`src/rtl/line_buffer_conv1.sv`:
```
// Sliding-window line buffer for conv1: keeps K-1 padded rows plus K pixels
// and presents a packed KxK window to the PE array.
module line_buffer_conv1 #(
  parameter int pDATA_WIDTH   = 8,
  parameter int pIN_CHANNEL   = 3,
  parameter int pINPUT_WIDTH  = 4,
  parameter int pINPUT_HEIGHT = 4,
  parameter int pKERNEL_SIZE  = 3,
  parameter int pPADDING      = 1
) (
  input  logic clk,
  input  logic rst,
  input  logic [pDATA_WIDTH*pIN_CHANNEL-1:0] i_data,
  input  logic is_padding,
  input  logic buffer_en,
  input  logic pe_en,
  output logic [pKERNEL_SIZE*pKERNEL_SIZE*pDATA_WIDTH*pIN_CHANNEL-1:0] o_window,
  output logic o_valid,
  output logic o_frame_done
);

  localparam int K  = pKERNEL_SIZE;
  localparam int PW = pDATA_WIDTH * pIN_CHANNEL;
  localparam int L  = pINPUT_WIDTH + 2 * pPADDING;
  localparam int H  = pINPUT_HEIGHT + 2 * pPADDING;
  localparam int D  = (K - 1) * L + K;
  localparam int CW = (L > 1) ? $clog2(L) : 1;
  localparam int RW = (H > 1) ? $clog2(H) : 1;
  localparam int FW = $clog2(D + 1);

  logic [PW-1:0] sreg [D];
  logic [CW-1:0] col_cntr_r;
  logic [RW-1:0] row_cntr_r;
  logic [FW-1:0] fill_cntr_r;
  logic pad_d1;
  logic pe_en_d1;
  logic pe_en_d2;
  logic col_last;
  logic row_last;
  logic frame_wrap;

  assign col_last   = (col_cntr_r == CW'(L - 1));
  assign row_last   = (row_cntr_r == RW'(H - 1));
  assign frame_wrap = buffer_en && col_last && row_last;

  always_ff @(posedge clk) begin
    if (rst) begin
      for (int i = 0; i < D; i++) sreg[i] <= '0;
    end else if (buffer_en) begin
      sreg[0] <= pad_d1 ? '0 : i_data;
      for (int i = 1; i < D; i++) sreg[i] <= sreg[i-1];
    end
  end

  always_ff @(posedge clk) begin
    if (rst) begin
      col_cntr_r   <= '0;
      row_cntr_r   <= '0;
      fill_cntr_r  <= '0;
      pad_d1       <= 1'b0;
      pe_en_d1     <= 1'b0;
      pe_en_d2     <= 1'b0;
      o_frame_done <= 1'b0;
    end else begin
      pad_d1       <= is_padding;
      pe_en_d1     <= pe_en;
      pe_en_d2     <= pe_en_d1;
      o_frame_done <= frame_wrap;
      if (buffer_en) begin
        if (col_last) begin
          col_cntr_r <= '0;
          row_cntr_r <= row_last ? '0 : row_cntr_r + RW'(1);
        end else begin
          col_cntr_r <= col_cntr_r + CW'(1);
        end
      end
      // Stale rows from the previous frame stay in sreg; the fill count masks them.
      if (frame_wrap) begin
        fill_cntr_r <= '0;
      end else if (buffer_en && (fill_cntr_r != FW'(D))) begin
        fill_cntr_r <= fill_cntr_r + FW'(1);
      end
    end
  end

  for (genvar r = 0; r < K; r++) begin : g_row
    for (genvar c = 0; c < K; c++) begin : g_col
      assign o_window[(r*K+c)*PW +: PW] = sreg[(K-1-r)*L + (K-1-c)];
    end
  end

  assign o_valid = pe_en_d2 && (fill_cntr_r == FW'(D));

endmodule

```
`config.mk`:
```
export PLATFORM = sky130hd
export DESIGN_NAME = line_buffer_conv1
export DESIGN_NICKNAME = d
export VERILOG_FILES = /design/src/rtl/line_buffer_conv1.sv
export SDC_FILE = /design/constraint.sdc
export NUM_CORES = 1
export LEC_CHECK = 0
export ABC_AREA = 1
export BUFFER_PORTS_ARGS = -buffer_cell sky130_fd_sc_hd__buf_4
export CAP_MARGIN = 10
export CORE_MARGIN = 4
export CORE_UTILIZATION = 40
export DETAILED_ROUTE_END_ITERATION = 6
export GPL_TIMING_DRIVEN = 0
export PLACE_DENSITY = 0.71
export SLEW_MARGIN = 40
export SYNTH_ARGS = -nofsm -noshare
export SYNTH_HDL_FRONTEND = slang
export SYNTH_SLANG_ARGS = --single-unit
```
`constraint.sdc`:
```
create_clock -name clk -period 10.7 [get_ports clk]
set_clock_uncertainty 0.15 [all_clocks]
set_input_delay 1.07 -clock clk [delete_from_list [all_inputs] [get_ports clk]]
set_output_delay 1.07 -clock clk [all_outputs]
set_load 0.01 [all_outputs]
```
== Word level (Yosys, flattened, before mapping) ==
Memory sizes are Yosys's and may differ from the RTL's.
Index checks and enable logic that the tools add are counted.

* Bits of input ports: 29
* Memories kept: 1
* Register bits: 14
* Bits in latches: 0
* Memory bits (writable): 360
* Logic and storage cells: 59
* Memory bits (read-only): 0

* Order comparisons: 0
* Shift operators: 0
* Equal/unequal tests: 4
* $mul: 0
* Add/sub/neg operators: 3
* Muxes and demuxes: 23
* Bitwise logic cells: 15
* Divide/modulo/power cells: 0
* Reductions and logical operators: 6

{| class="wikitable"
|+ Memories
! memory !! depth !! width !! read ports !! clocked after memory_dff !! write ports !! line !! text
|-
| sreg || 15 || 24 || 15 || 0 || 15 || 31 || <nowiki>logic [PW-1:0] sreg [D];</nowiki>
|}

{| class="wikitable"
|+ Operators with widths
! cell !! count
|-
| 2-to-1 mux 24 bit || 16
|-
| OR 1 bit || 15
|-
| adder 3 x 1 -> 3 bit (second input constant) || 2
|-
| == test 3 bit (second input constant) || 2
|-
| 2-to-1 mux 3 bit || 2
|-
| 2-to-1 mux 1 bit || 5
|-
| adder 4 x 1 -> 4 bit (second input constant) || 1
|-
| == test 4 bit (second input constant) || 1
|-
| logical AND 1 bit || 4
|-
| inequality test 4 bit (second input constant) || 1
|-
| AND reduction 2 bit || 1
|-
| OR reduction 2 bit || 1
|}

== Longest topological paths before layout ==
Gate-level depths: netlist of run 1.

* Depth in word-level cells: 4
* Depth in mapped cells: 7

== Least setup slack after synthesis of run 1 ==
No wires, ideal clock.

* Path type: input -> register
* From: input port rst
* To: memory sreg[0][0] (netlist name), enable pin
* Setup slack: 0.659 ns
* Setup time: 2.670 ns
* Arrival time: 7.221 ns
* Stages: 3
* Buffers on the path: 1
* Path through: buf_2 > inv_1 > nand2_1

{| class="wikitable"
|+ RTL lines
! element !! line !! text
|-
| from (decl) || 12 || <nowiki>input logic rst,</nowiki>
|-
| to (decl) || 31 ||
|}

==> impl_metrics.json, run 1 <==
{
  "ys_warn_count": 0,
  "die_width_um": 208,
  "period_share_pct": 28.5,
  "nFillCells": 3394,
  "power_density_nw_per_um2": 172,
  "finalHoldViolCount": 0,
  "wl_mm": 28.7,
  "slew_headroom_pct": 62.9,
  "syn_area_um2": 15900,
  "clock_path_buffers": 3,
  "clock_latency_ns": 0.52,
  "maxCapViolCount": 0,
  "cp_common_cell": "buf_12",
  "nets": 1745,
  "finalSetupViolations": 0,
  "grt_pass1_vias": 9433,
  "ys_types": 21,
  "critPathLaunchType": "primary input",
  "slowest_delay_ns": 0.28,
  "avgSynthCellArea_um2": 11.2,
  "via_per_inst": 4.04,
  "final_util_pct": 51.0,
  "ios": 247,
  "antenna_found_initial": 0,
  "cts_buffers": 40,
  "grt_setup_unrepaired": "no",
  "synthCells": 1419,
  "crit_chain": "buf_2 > inv_1 > nand2_4 > buf_12 > buf_12 > buf_12 > buf_12 > buf_12",
  "overflow": 0,
  "clkTransAtPathRegs_ns": 0.06,
  "cp_num_buf_inv": 7,
  "critical_path.top_delay_family": "buffers and inverters",
  "gp_congestion": 0.772,
  "layout-drive-gt1-share_pct": 32.1,
  "endpoint_kind": "register",
  "grt_max_degree": 46,
  "diodes": 0,
  "cts_root_buf": "clkbuf_16",
  "die_h_um": 208,
  "cts_setup_buffers": 0,
  "drt_pass1_iterations": 4,
  "hold_depth": 2,
  "tns_ns": 0,
  "cts_hold_buf": 0,
  "slowest_stage": "buf_12",
  "cts.htree.levels": 2,
  "power.total_mw": 3.43,
  "worst_r2r_path_depth": 6,
  "timing.final.ws_setup_ns": 7.65,
  "grt_pass1_wl_mm": 46.3,
  "critical_path_arrival_ns": 3.10,
  "dieArea_um2": 43100,
  "fmax_mhz": 328,
  "crit_required_ns": 10.76,
  "fp.coreArea_um2": 39000,
  "maxSlewViolCount": 0,
  "track_usage_pct": 13.3,
  "critPathMaxFanout": 44,
  "post-dp-hpwl_mm": 20.9,
  "cts_sinks": 374,
  "place_inst": 2191,
  "hp-class": "register to register",
  "syn-num-nets": 1449,
  "final_common_cell": "buf_4",
  "rows": 72,
  "layout_common_cells": "461 x buf_4, 372 x inv_1, 365 x nor2_1",
  "vias": 9136,
  "worst_pin_slew_ns": 0.556,
  "p_leak_nw": 9.07,
  "drt-initial-drc-count": 296,
  "drc": 0,
  "ir_drop_mv": 0.155,
  "min_period_ns": 3.05,
  "layout.cells.non_filler": 2262,
  "dp_slack_ns": 7.04,
  "avgRoutedWirePerCell_um": 12.7,
  "ant_nets": 0,
  "synth-seq-area-share_pct": 69.6,
  "syn_to_final_growth_pct": 24.9,
  "cts_tree": "yes",
  "status": "finished clean",
  "ys_ff_latch": 374,
  "initial_core_util_pct": 40.8,
  "cts-resized-gates": 0,
  "portBuffers": 245,
  "crit_cells": 8,
  "worst-setup-path-type": "primary input to register"
}
-- worst paths after layout --
path | startpoint | slack, ns | end
worst max register to register | fill_cntr_r[0] | 9.28 | fill_cntr_r[3]
worst min-delay path | pe_en_d1 | 0.27 | pe_en_d2
worst min register to register | pe_en_d1 | 0.27 | pe_en_d2
worst max-delay path | rst | 7.65 | sreg[0][41]
-- layout make-up --
| type | count | area, µm² | area share, % |
|---|---|---|---|
| clock inverters | 22 | 226 | 1.14 |
| repair buffers | 254 | 2020 | 10.2 |
| flip-flops and latches | 374 | 11100 | 55.8 |
| inverters | 374 | 1400 | 7.06 |
| multi-input cells | 415 | 1630 | 8.19 |
| clock buffers | 49 | 1060 | 5.31 |
| well taps | 518 | 648 | 3.26 |
| plain buffers | 256 | 1810 | 9.11 |
-- synthesized netlist by cell type (all sizes together) --
| library cell | number | area share [%] |
|---|---|---|
| nand4 | 1 | 0.039 |
| nor3b | 1 | 0.047 |
| inv | 374 | 8.8 |
| ha | 1 | 0.079 |
| edfxtp | 360 | 68 |
| a21oi | 5 | 0.16 |
| nor2 | 376 | 9.0 |
| buf | 244 | 11 |
| nand2 | 22 | 0.52 |
| nor3 | 1 | 0.031 |
| dfxtp | 14 | 1.8 |
| nand3 | 5 | 0.16 |
| clkbuf | 12 | 0.28 |
| o21bai | 1 | 0.047 |
| o21ai | 1 | 0.031 |
| or2 | 1 | 0.039 |
-- sequential cells by signal (all words and copies together), names as in the netlist --
signal        count
col_cntr_r        3
fill_cntr_r       4
o_frame_done      1
pad_d1            1
pe_en_d1          1
pe_en_d2          1
row_cntr_r        3
sreg            360
-- layer usage --
metal | global-route usage [%] | wire [µm] | vias to the layer above
met2 | 24.5 | 15100 | 260
met4 | 3.88 | 648 | 0
met5 | 0 | 0 | -
met3 | 5.40 | 2710 | 49
met1 | 13.9 | 10300 | 4178
li1 | - | - | 4649
-- worst reg2reg max path, cell delays in order (launching register included) --
cell and delay, ns:
dfxtp_1 0.40, ha_1 0.22, nand3_1 0.13, nand2_1 0.18, inv_1 0.10, nand2_1 0.09
a21oi_1 0.05
-- per-stage QoR --
| stage | hold slack, ns | cell area (µm²) |
|---|---|---|
| after floorplan | 0.238 | 15900 |
| after global placement | 0.247 | 18400 |
| after detailed placement | 0.258 | 18600 |
| after CTS | 0.269 | 19900 |
| after global routing | 0.276 | 19900 |
| final | 0.267 | 19900 |
-- kinds of logic (layout without fill, tap and decap cells) --
kind of cell	count (synthesis)	after routing	synth area share [%]
AO/OA/AOI/OAI	7	7	0.236
adder cells (fa/ha/maj)	1	1	0.0785
buffers and inverters	630	955	20.2
flip-flops	374	374	69.6
AND/OR/NAND/NOR	407	407	9.87
-- report_power, final --
group	leakage, nW	total, mW	switching, mW	internal, mW
Combinational	4.35	0.326	0.159	0.166
Clock	0.629	1.36	0.536	0.820
Sequential	4.10	1.75	0.0391	1.71
Total	9.07	3.43	0.734	2.69
No activity file was read; power rests on OpenSTA's default activity.
==> inputs of run 2 (changes only) <==
==> constraint.sdc (replaced) <==
create_clock -name clk -period 2.6 [get_ports clk]
set_clock_uncertainty 0.15 [all_clocks]
set_input_delay 0.26 -clock clk [delete_from_list [all_inputs] [get_ports clk]]
set_output_delay 0.26 -clock clk [all_outputs]
set_load 0.01 [all_outputs]
==> run 2 against run 1 <==
- final area is 1.7% higher
- largest cell class unchanged
- via count is 1.4% higher
- critical path type unchanged
- critical endpoint is now sreg[0][26]
- hold slack worse by 0.056 ns
- die area stayed put
- utilization is 0.86 points higher
- first-iteration DRC count is 14% higher
==> impl_metrics.json, run 2 (synthesis results as in run 1) <==
{
  "status": "finished clean",
  "timing.final.ws_setup_ns": 0.537,
  "period_share_pct": 79.4,
  "layout-drive-gt1-share_pct": 31.8,
  "p_int_mw": 11.4,
  "ios": 247,
  "vias": 9261,
  "grt_use_met3_pct": 6.06,
  "grt_most_used_layer": "met2",
  "grt_pass1_wl_mm": 46.9,
  "initial_core_util_pct": 40.8,
  "pwr-share-seq_pct": 49.6,
  "hp-class": "primary input to register",
  "wl_mm": 28.9,
  "power_switching_mw": 3.12,
  "cts_tree": "yes",
  "cts.htree.levels": 2,
  "dp_slack_ns": 0.179,
  "regMostFlops": "sreg",
  "critPathMaxFanout": 76,
  "drt-initial-drc-count": 336,
  "combPwrFrac_pct": 9.5,
  "nFillCells": 3329,
  "regArea_um2": 11100,
  "clkTransAtPathRegs_ns": 0.06,
  "gp_congestion": 0.743,
  "design_area_um2": 20200,
  "overflow": 0,
  "largest_reg_flops": 360,
  "slew_headroom_pct": 65.5,
  "p_leak_nw": 9.21,
  "pwr-share-clk_pct": 40.9,
  "via_per_inst": 4.05,
  "post-dp-hpwl_mm": 20.2,
  "worst_pin_slew_ns": 0.517,
  "track_usage_pct": 13.4,
  "fp.coreArea_um2": 39000,
  "fin_hold_ws_ns": 0.211,
  "maxCapViolCount": 0,
  "finalSetupViolations": 0,
  "fmax_mhz": 485,
  "die_h_um": 208,
  "final_common_cell": "buf_4",
  "critical_path_arrival_ns": 2.12,
  "rows": 72,
  "syn_to_final_growth_pct": 27.0,
  "ir_drop_mv": 0.572,
  "dieArea_um2": 43100,
  "endpoint_kind": "register",
  "clock_latency_ns": 0.54,
  "diodes": 0,
  "final_util_pct": 51.8,
  "cts_sinks": 374,
  "layout.cells.non_filler": 2289,
  "grt_use_met1_pct": 13.3,
  "power.total_mw": 14.5,
  "cts_setup_buffers": 0,
  "maxSlewViolCount": 0,
  "finalHoldViolCount": 0,
  "worst-setup-path-type": "primary input to register",
  "cts_root_buf": "clkbuf_16",
  "avgRoutedWirePerCell_um": 12.6,
  "grtUsageMet2_pct": 24.9,
  "cts_buffers": 41,
  "portBuffers": 245,
  "antenna_found_initial": 1,
  "ant_nets": 0,
  "layout_common_cells": "461 x buf_4, 372 x inv_1, 365 x nor2_1",
  "grt_pass1_vias": 9517,
  "place_inst": 2187,
  "crit_required_ns": 2.66,
  "reg_top3": "sreg (360), fill_cntr_r (4)",
  "min_period_ns": 2.06,
  "critPathLaunchType": "primary input",
  "die_width_um": 208,
  "tns_ns": 0,
  "power_density_nw_per_um2": 716,
  "multi_input_area_um2": 1640,
  "drc": 0,
  "drt_pass1_iterations": 6,
  "clock_path_buffers": 3,
  "grt_setup_unrepaired": "no",
  "grt_max_degree": 77,
  "placed_area_um2": 18600,
  "sw_frac_of_total_pct": 21.6,
  "nets": 1769
}
run 2: cell count changes in the layout (fill, tap and decap cells not counted), sizes merged:
| cell | previous run | this run |
|---|---|---|
| dlygate4sd3 | 0 | 27 |
| clkinvlp | 0 | 1 |
| clkbuf | 61 | 62 |
| buf | 498 | 494 |
| bufinv | 5 | 6 |
| inv | 375 | 376 |
run 2: final cells by class:
class | count | share of cell area [%]
Multi-Input combinational cell | 415 | 8.10
Buffer | 256 | 8.96
Tap cell | 518 | 3.21
Timing Repair Buffer | 277 | 11.1
Clock inverter | 25 | 1.37
Inverter | 374 | 6.94
Sequential cell | 374 | 54.9
Clock buffer | 50 | 5.45
run 2: what timing repair did:
| action | 4_1_cts | 5_1_grt |
|---|---|---|
| resized for setup | 0 | 0 |
| hold endpoints to repair | 29 | 0 |
| setup endpoints to repair | 0 | 0 |
| hold buffers | 27 | 0 |
run 2: worst paths after layout:
path         depth (start not counted)  slack [ns]              to            from
max                                  6        0.54     sreg[0][26]       buffer_en
min                                  3        0.21          pad_d1             rst
max reg2reg                          6        1.19  fill_cntr_r[3]  fill_cntr_r[0]
min reg2reg                          2        0.27        pe_en_d2        pe_en_d1
run 2: critical path, stage by stage:
cell           delay, ns
dlygate4sd3_1       0.54
buf_4               0.15
inv_2               0.07
nand2_8             0.32
buf_16              0.36
buf_16              0.31
run 2: power groups by stage:
| stage | Clock [mW] | Combinational (mW) | Sequential, mW |
|---|---|---|---|
| CTS | 6.07 | 1.40 | 7.19 |
| detailed placement | 0 | 1.36 | 7.31 |
| global route | 6.34 | 1.52 | 7.23 |
| finish | 5.91 | 1.37 | 7.18 |
| floorplan | 0 | 0.797 | 7.27 |
| global placement | 0 | 1.31 | 7.32 |
run 2: routing by layer:
layer,vias to the layer above,wire length (µm),share of wire (%)
met2,263,15200,53
met1,4253,9970,34
met4,0,680,2.4
met3,51,3040,11
li1,4694,-,-
met5,-,0,0
==> inputs of run 3 (changes only) <==
--- a/config.mk
+++ b/config.mk
@@ -5,7 +5,7 @@
 export SDC_FILE = /design/constraint.sdc
 export NUM_CORES = 1
 export LEC_CHECK = 0
-export ABC_AREA = 1
+export ABC_AREA = 0
 export BUFFER_PORTS_ARGS = -buffer_cell sky130_fd_sc_hd__buf_4
 export CAP_MARGIN = 10
 export CORE_MARGIN = 4
==> constraint.sdc (replaced) <==
create_clock -name clk -period 1.8 [get_ports clk]
set_clock_uncertainty 0.15 [all_clocks]
set_input_delay 0.18 -clock clk [delete_from_list [all_inputs] [get_ports clk]]
set_output_delay 0.18 -clock clk [all_outputs]
set_load 0.01 [all_outputs]
==> run 3 against run 2 <==
- critical path depth fell by 2
- final area fell by 1.7%
- hold slack got worse by 0.21 ns
- count of clock-buffer cells in the layout fell by 2
- largest power group unchanged
==> impl_metrics.json, run 3 <==
{
  "status": "finished clean",
  "critPathLaunchType": "register",
  "cts_buffers": 41,
  "power_density_nw_per_um2": 1010,
  "period_share_pct": 98.3,
  "dp_slack_ns": -0.566,
  "cts_sinks": 374,
  "crit_chain": "ha_4 > and3_4 > and2_4 > buf_6",
  "grt_max_degree": 45,
  "ys_types": 36,
  "slowest_delay_ns": 0.35,
  "slew_headroom_pct": 61.3,
  "critPathMaxFanout": 2,
  "die_width_um": 205,
  "synth_top_family_by_area": "simple AND/OR/NAND/NOR gates",
  "finalHoldViolCount": 0,
  "final_common_cell": "buf_4",
  "overflow": 0,
  "synthArstFlopShare_pct": 0,
  "syn_to_final_growth_pct": 28.4,
  "synth_compound_area_share_pct": 0.525,
  "yosys.cell_count.top_type": "edfxtp_1",
  "slowest_stage": "dfxtp_4",
  "avgRoutedWirePerCell_um": 14.2,
  "synth_edf_count": 360,
  "layout_common_cells": "466 x buf_4, 360 x edfxtp_1, 240 x and2_1",
  "initial_core_util_pct": 40.8,
  "syn-num-nets": 1069,
  "largest_reg_flops": 360,
  "nFillCells": 3120,
  "drt_pass1_iterations": 4,
  "layout-drive-gt1-share_pct": 40.1,
  "ys_warn_count": 0,
  "tns_ns": 0,
  "antenna_found_initial": 0,
  "hp-class": "primary input to register",
  "ant_nets": 0,
  "grt_setup_unrepaired": "yes",
  "clock_path_buffers": 3,
  "avgSynthCellArea_um2": 14.9,
  "synth_common_cells": "360 x edfxtp_1, 241 x and2_1, 219 x buf_4",
  "ir_drop_mv": 0.824,
  "finalSetupViolations": 0,
  "synth_top_flop_cell": "edfxtp_1",
  "fmax_mhz": 565,
  "rows": 71,
  "final_util_pct": 52.4,
  "crit_required_ns": 1.47,
  "dieArea_um2": 41900,
  "clock_latency_ns": 0.52,
  "maxSlewViolCount": 0,
  "via_per_inst": 4.21,
  "wl_mm": 27.1,
  "portBuffers": 244,
  "fp.coreArea_um2": 37900,
  "drc": 0,
  "yosys-top-cells-area": "edfxtp_1 70%, buf_4 11%, and2_1 9.7%, nor2b_1 5.0%, dfxtp_1 1.8%",
  "yosysTopAreaCellShare_pct": 69.8,
  "cts.htree.levels": 2,
  "ys_ff_latch": 374,
  "synth-xor-area-share_pct": 0.0565,
  "synth-seq-area-share_pct": 71.6,
  "regMostFlops": "sreg",
  "timing.final.ws_setup_ns": 0.0297,
  "drt-initial-drc-count": 288,
  "maxCapViolCount": 0,
  "critical_path_arrival_ns": 1.44,
  "syn_area_um2": 15500,
  "endpoint_kind": "primary output",
  "clkTransAtPathRegs_ns": 0.06,
  "p_leak_nw": 8.55,
  "synthMuxAreaShare_pct": 0.0646,
  "reg_top3": "sreg (360), fill_cntr_r (4)",
  "worst-setup-path-type": "register to primary output",
  "gp_congestion": 0.726,
  "cts_root_buf": "clkbuf_16",
  "min_period_ns": 1.77,
  "grt_pass1_wl_mm": 42.1,
  "worst_pin_slew_ns": 0.580,
  "synthAdderAreaFrac_pct": 0.0808,
  "nets": 1409,
  "cp_num_buf_inv": 1,
  "post-dp-hpwl_mm": 19.1,
  "critical_path.top_delay_family": "flip-flops",
  "cts_tree": "yes",
  "vias": 8071,
  "die_h_um": 205,
  "synthCells": 1039,
  "yosys.area.top_type": "edfxtp_1",
  "ios": 247,
  "synth_simple_gate_area_share_pct": 15.8,
  "grt_pass1_vias": 8259,
  "track_usage_pct": 12.8
}
[run 3: changes by cell type after synthesis, sizes merged, moves of 3 or more]
cell and change:
and2 +241, o21ai +3, nor2b +123, clkbuf +13, buf -12, nand3 -4, nand2 -17, nor2 -372
inv -371
[run 3: final timing paths]
check,to,slack [ns],depth (start not counted),from
worst max-delay path,o_valid,0.03,4,fill_cntr_r[1]
worst min-delay path,row_cntr_r[0],0.002,4,buffer_en
worst max register to register,row_cntr_r[1],0.07,4,col_cntr_r[0]
worst min register to register,pe_en_d2,0.29,1,pe_en_d1
[run 3: report_power, final]
part,switching (mW),internal [mW],total [mW]
Combinational,0.806,1.08,1.89
Clock,3.15,4.72,7.86
Sequential,0.196,10.1,10.3
[run 3: worst min-delay path, delay by kind of cell]
family	cells	cell delay [ns]
AND/OR/NAND/NOR	2	0.26
AO/OA/AOI/OAI	1	0.06
buffers and inverters	1	0.12
[run 3: kinds of logic (layout without fill, tap and decap cells)]
kind of cell	count (synthesis)	count (layout)
and+or+nand+nor	388	389
DFF	374	374
AOI/OAI and AO/OA	14	14
buffers and inverters	260	623
muxes	1	1
adders and majority gates	1	1
xor gates and xnor gates	1	1
other	0	1
[run 3: what timing repair did]
action	CTS	global route
setup endpoints to repair	43	4
pin swaps	3	1
gates cloned	1	0
buffers inserted	4	1
gates resized for setup	8	3
hold buffers	39	1
hold endpoints to repair	37	3
[run 3: layout make-up]
class                      instances  area [µm²]  share of cell area (%)
antenna                            1        2.50                  0.0126
buffer                           257        1850                    9.28
clock buffer                      48        1050                    5.29
clock inverter                    19         194                   0.975
inverter                           3        13.8                  0.0692
multi-input combinational        406        2600                    13.1
sequential                       374       11100                    55.8
tap                              511         639                    3.22
timing repair buffer             296        2440                    12.3
[run 3: stage by stage]
stage                     cells  cell area [µm²]  hold WS [ns]  power, mW
after floorplan            1039            15500         0.158       11.5
after global placement     1794            18000         0.241       12.3
after detailed placement   1803            18200         0.250       12.4
after CTS                  1914            19900       0.00687       20.4
after global routing       1914            19900        0.0150       20.9
final                      1915            19900       0.00154       20.1
[run 3: per-layer routing]
layer	part of all wire (%)	track usage, %
met5	0	0
met4	2.6	3.88
met3	9.7	5.11
met2	53	24.0
met1	35	12.9
